`src/rtl/fetch_stage.sv`:
```
// IF stage of the 5-stage MIPS pipeline: owns the PC, drives the instruction-memory address,
// and registers the fetched word into IF/ID. Optional redirect alignment check: IF_ALIGN_CHECK_EN.
module fetch_stage #(
  parameter logic [31:0] RESET_PC = 32'h0000_0000,
  parameter logic [31:0] PC_INC   = 32'd4
) (
  input  logic        clk,
  input  logic        rst,
  input  logic        stall,
  input  logic        flush,
  input  logic        redirect,
  input  logic [31:0] redirect_pc,
  input  logic        halt_req,
  output logic [31:0] iaddr,
  input  logic [31:0] idata,
  output logic [31:0] ifid_instr,
  output logic [31:0] ifid_pc4,
  output logic        ifid_valid,
  output logic        halted,
  output logic        fetch_exc
);

  typedef enum logic [1:0] {
    BOOT,
    RUN,
    HALT
  } state_t;

  state_t      state;
  state_t      state_nxt;
  logic [31:0] pc;
  logic [31:0] pc_nxt;
  logic [31:0] pc_seq;
  logic [31:0] redirect_tgt;
  logic [31:0] instr_nxt;
  logic [31:0] pc4_nxt;
  logic        valid_nxt;
  logic        misaligned;
  logic        exc_set;

  assign pc_seq = pc + PC_INC;
  assign iaddr  = pc;
  assign halted = (state == HALT);

`ifdef IF_ALIGN_CHECK_EN
  assign misaligned   = redirect && (redirect_pc[1:0] != 2'b00);
  assign redirect_tgt = redirect_pc;
`else
  logic unused_low_bits;
  assign unused_low_bits = ^redirect_pc[1:0];
  assign misaligned      = 1'b0;
  assign redirect_tgt    = {redirect_pc[31:2], 2'b00};
`endif

  // NOTE: every output of this block gets a default first so no path leaves it unassigned (no latches).
  always_comb begin
    state_nxt = state;
    pc_nxt    = pc;
    instr_nxt = ifid_instr;
    pc4_nxt   = ifid_pc4;
    valid_nxt = ifid_valid;
    exc_set   = 1'b0;
    unique case (state)
      BOOT: begin
        // Guard cycle after reset release: hold RESET_PC, nothing valid yet.
        state_nxt = RUN;
        valid_nxt = 1'b0;
      end
      RUN: begin
        if (halt_req) begin
          state_nxt = HALT;
          valid_nxt = 1'b0;
        end else if (misaligned) begin
          state_nxt = HALT;
          valid_nxt = 1'b0;
          exc_set   = 1'b1;
        end else begin
          // Redirect wins over stall for the PC; the delay-slot word is still captured below.
          if (redirect)    pc_nxt = redirect_tgt;
          else if (!stall) pc_nxt = pc_seq;

          if (flush) begin
            valid_nxt = 1'b0;
            instr_nxt = 32'h0;
            pc4_nxt   = 32'h0;
          end else if (!stall) begin
            valid_nxt = 1'b1;
            instr_nxt = idata;
            pc4_nxt   = pc_seq;
          end
        end
      end
      HALT: begin
        valid_nxt = 1'b0;
      end
      default: begin
        state_nxt = BOOT;
        valid_nxt = 1'b0;
      end
    endcase
  end

  // NOTE: sequential state uses non-blocking assignments so all registers update together at the edge.
  always_ff @(posedge clk or negedge rst) begin
    if (!rst) state <= BOOT;
    else      state <= state_nxt;
  end

  always_ff @(posedge clk or negedge rst) begin
    if (!rst) begin
      pc         <= RESET_PC;
      ifid_instr <= 32'h0;
      ifid_pc4   <= 32'h0;
      ifid_valid <= 1'b0;
    end else begin
      pc         <= pc_nxt;
      ifid_instr <= instr_nxt;
      ifid_pc4   <= pc4_nxt;
      ifid_valid <= valid_nxt;
    end
  end

`ifdef IF_ALIGN_CHECK_EN
  // Sticky until reset; a misaligned target also parks the FSM in HALT.
  always_ff @(posedge clk or negedge rst) begin
    if (!rst)         fetch_exc <= 1'b0;
    else if (exc_set) fetch_exc <= 1'b1;
  end
`else
  logic unused_exc_set;
  assign unused_exc_set = exc_set;
  assign fetch_exc      = 1'b0;
`endif

endmodule

```
`config.mk`:
```
export PLATFORM = sky130hd
export DESIGN_NAME = fetch_stage
export DESIGN_NICKNAME = d
export VERILOG_FILES = /design/src/rtl/fetch_stage.sv
export SDC_FILE = /design/constraint.sdc
export NUM_CORES = 1
export LEC_CHECK = 0
export ABC_AREA = 0
export CAP_MARGIN = 20
export CORE_ASPECT_RATIO = 0.8
export CORE_UTILIZATION = 30
export CTS_CLUSTER_DIAMETER = 60
export DETAILED_ROUTE_END_ITERATION = 7
export DONT_BUFFER_PORTS = 1
export PLACE_DENSITY = 0.51
export REMOVE_ABC_BUFFERS = 1
export SYNTH_ARGS = -nofsm -noshare
export SYNTH_HDL_FRONTEND = slang
export SYNTH_SLANG_ARGS = --single-unit
```
`constraint.sdc`:
```
create_clock -name clk -period 2.6 [get_ports clk]
set_input_delay 0.39 -clock clk [delete_from_list [all_inputs] [get_ports clk]]
set_output_delay 0.39 -clock clk [all_outputs]
set_load 0.05 [all_outputs]
```
======== Word-level counts from Yosys, hierarchy flattened ========
Index checks and enable logic that the tools add are counted.
word-level totals
  memory bits (writable) .................. 0
  output and inout bits ................... 99
  logic and storage cells ................. 29
  bits in latches ......................... 0
  flip-flop bits (word level) ............. 99
  bits in read-only memories .............. 0
  memories kept ........................... 0
operators by class
  mux-type cells .......................... 11
  $lt $le $gt $ge ......................... 0
  reductions and logical operators ........ 4
  multipliers ............................. 0
  divide/modulo/power cells ............... 0
  eq/ne operators ......................... 6
  shifts and indexed selects .............. 0
  bitwise logic cells ..................... 2
  add/sub/neg operators ................... 1
operators by type and width
  cell                                                                      count
  32-bit two-way mux                                                        5
  32-bit by 3-bit adder with 32-bit output (second input constant)          1
  2-bit case mux with 3 select lines                                        1
  3-bit AND reduction                                                       2
  1-bit two-way mux                                                         4
  2-bit by 1-bit inequality test with 1-bit output (second input constant)  2
  4-bit inequality test (second input constant)                             1
  2-bit by 1-bit equality test with 1-bit output (second input constant)    1
  2-bit equality test (second input constant)                               1
  2-bit zero test                                                           1
  2-bit two-way mux                                                         1
  2-bit inequality test (second input constant)                             1
  1-bit inverter                                                            2
  2-bit AND reduction                                                       1

======== Longest topological paths before layout ========
  depth in word-level cells ............... 4
  gate-level depth with buffers ........... 7

======== Worst setup path after synthesis ========
No wires, ideal clock.
  kind .................................... register to register
  start point ............................. reg pc[2] (netlist: iaddr[2])
  end point ............................... reg ifid_pc4[30]
  arrival time ............................ 2429 ps
  stages on the path, launching flop included .. 8
  path slack .............................. 26 ps
  library setup time ...................... 145 ps
  cells stage by stage .................... dfrtp_1 ha_1 nand3_1 or4_1 clkbuf_1 buf_2 o311ai_0 o211ai_1
between the ends
  word-level cells in the longest chain between the ends .. 3
RTL lines
  what                                      line  text
  from (decl)                               31    logic [31:0] pc;
  from (signal assigned)                    116   pc <= pc_nxt;
  32-bit by 3-bit adder with 32-bit output  41    assign pc_seq = pc + PC_INC;
  32-bit two-way mux                        86    end else if (!stall) begin
  32-bit two-way mux                        82    if (flush) begin
  to (signal assigned)                      118   ifid_pc4 <= pc4_nxt;
  to (decl)                                 17    output logic [31:0] ifid_pc4,
Every way passes these cells. The select of a mux whose other input is x is not followed.
A chain may end at the register's enable or synchronous reset.

======== Worst setup path in the final report ========
  start point ............................. reg pc[3] (netlist: iaddr[3])
  end point ............................... reg ifid_pc4[28]
Same word-level chain as after synthesis.

==> results.cfg <==
[global_route]
track_usage = 0.190
antenna_found_initial = 0
grt_pass1_vias = 4451
grt_max_degree = 97
grt_pass1_wl_mm = 25.6
grt-ovfl-total = 0

[cells_and_area]
synthToLayoutAreaGrowth_pct = 15.1
register_area_mm2 = 0.00240
multiInputGateArea_mm2 = 0.00242
final_nets = 662
nFillCells = 1711
post-route-util = 0.353
final_layout_size_suffix_gt1_frac = 0.126
n_antenna_cell = 0

[routing]
ant_nets = 0
num_vias = 4505
via_per_inst = 5.52
drc_errors = 0
wl_mm = 16.1
drtIter0Drc = 274
wire_per_inst_um = 19.7
drtPass1Iterations = 5

[sta]
worst_slack_ns = 0.320
rsz0062_at_grt = no
hold_violations = 96
slew_violations = 0
hold_slack_ns = -0.273
tightest_slew_ns = 0.889
min_period_ns = 2.28
relSlewSlack = 0.407
fin_crit_sh = 0.877
finClkSkew_ns = 0.00755
setup_viol = 0
finalSetupTns_ns = 0
clock.fmax_ghz = 0.439

[run]
cap_violations = 0

[power_and_ir_drop]
total_power_w = 0.00821
peakVddDrop_mv = 0.465
p_per_area_mw_per_mm2 = 1410
total_leakage_power_nw = 2.49

[placement]
io_buffers = 0
dp_hpwl_mm = 11.0
gp_congestion = 0.819
dpl_worst_slack_ns = 0.343

[yosys]
synth_cells = 588
ys_async_sr_fraction = 1.00
synth.most_common_cell = nand2_1
synth_seq_cells = 96
yosys_warnings = 0
yosys-top-cells-count = 109 x nand2_1, 96 x dfrtp_1, 59 x nand3_1, 41 x clkbuf_1, 33 x o21ai_0
synth-main-ff-cell = dfrtp_1
syn_avg_cell_area_um2 = 8.61
syn_area_mm2 = 0.00506
yosys.area.top_type_share = 0.475
synth.area.top_cells = dfrtp_1 47%, nand2_1 8.1%, nand3_1 5.8%, o21ai_0 3.3%, clkbuf_1 3.0%
yosysTopAreaCell = dfrtp_1
ys_seq_area_frac = 0.475
synth_cell_types = 55
synth_edf_count = 0

[setup_path]
worstSetupEndpointType = flop
reg2reg_slack_ns = 0.32
startpoint_type = flop
r2r-start = iaddr[3]$_DFFE_PN0P_
r2r.worst_path.cells = 6
crit_arrival_ns = 2.52
path_class = reg -> reg
crit_required_ns = 2.84
cp_max_fo = 17
critPathLaunch = iaddr[3]$_DFFE_PN0P_
r2r_end = ifid_pc4[28]$_DFFE_PN0P_
critPathCapture = ifid_pc4[28]$_DFFE_PN0P_

[outcome]
violations = hold timing
outcome = finished with violations

[clock_network]
numCtsBuffers = 9
cts_resized = 0
cts_setup_buffers = 0
clk_pin_slew_ns = 0.07
cts_max_level = 3
insertion_delay_ns = 0.35
cts_buffer_depth = 2
cts_root_buf = clkbuf_16
cts_sinks = 96
cts_tree = done

[floorplanning]
ios = 169
die_h_um = 118
core_area_mm2 = 0.0165
die_area_mm2 = 0.0174
fp-row-count = 42
start_util = 0.307
die_w_um = 147

[worst_hold_path]
holdCritPathClass = in -> async
## state kept, by name (all words and copies together) (netlist names)
register    flops
state           2
iaddr          30
ifid_valid      1
ifid_instr     32
ifid_pc4       31
## metrics by stage
| step | instance area [um2] | std cells | hold slack (ns) |
|---|---|---|---|
| 6_report | 5820 | 816 | -0.273 |
| 3_3_place_gp | 5500 | 800 | 0.0965 |
| 4_1_cts | 5820 | 816 | -0.290 |
| 2_1_floorplan | 4820 | 532 | 0.0944 |
| 3_5_place_dp | 5500 | 800 | 0.0964 |
| 5_1_grt | 5820 | 816 | -0.300 |
## per-layer routing
layer	up-vias	routed length, um	global-route usage	part of all wire
li1	2119	-	-	-
met3	16	1250	0.0622	0.077
met4	0	192	0.0522	0.012
met2	167	7290	0.286	0.45
met1	2203	7370	0.260	0.46
met5	-	0	0	0
## worst min-delay path by stage
stage	start	to
after floorplan	rst	iaddr[10]$_DFFE_PN0P_
after global placement	rst	ifid_pc4[30]$_DFFE_PN0P_
after detailed placement	rst	iaddr[30]$_DFFE_PN0P_
after CTS	rst	ifid_pc4[15]$_DFFE_PN0P_
after global routing	rst	ifid_pc4[15]$_DFFE_PN0P_
final	rst	ifid_pc4[15]$_DFFE_PN0P_
## placed cells by master (no fill, tap or decap), types with 13 or more instances in the layout
cell type  instances
nand3_1           59
a21oi_1           19
nand4_1           23
and3_1            16
nand2_1          109
nor2_1            30
dfrtp_1           96
buf_4             48
nor4_1            13
nor3_1            17
o21ai_0           32
## critical path, stage by stage (launching register included)
cell and delay [ns]:
dfrtp_1 0.45, ha_1 0.29, nand3_1 0.17, or4_1 0.42, buf_4 0.22, o311a_1 0.36, a221o_1 0.26
## kinds of logic (layout without fill, tap and decap cells)
family | count (synthesis) | count (layout) | synth area share
AO/OA/AOI/OAI | 116 | 116 | 0.155
XOR/XNOR | 14 | 14 | 0.0242
adder cells (fa/ha/maj) | 1 | 1 | 0.00247
buffers and inverters | 67 | 73 | 0.0547
flip-flops | 96 | 96 | 0.475
multiplexers | 1 | 1 | 0.00198
other | 1 | 3 | 0.000741
AND/OR/NAND/NOR | 292 | 292 | 0.286
## power by group
part           total (W)  internal [W]  switching, W
logic            0.00271      0.000837       0.00187
clock network    0.00150      0.000876      0.000624
registers        0.00400       0.00205       0.00195
## layout make-up
| class | count | area share |
|---|---|---|
| multi-input combinational | 427 | 0.416 |
| sequential | 96 | 0.412 |
| timing repair buffer | 48 | 0.0619 |
| tap | 220 | 0.0473 |
| clock buffer | 10 | 0.0410 |
| clock inverter | 6 | 0.0155 |
| inverter | 9 | 0.00580 |
Power figures use the tool's default switching activity.
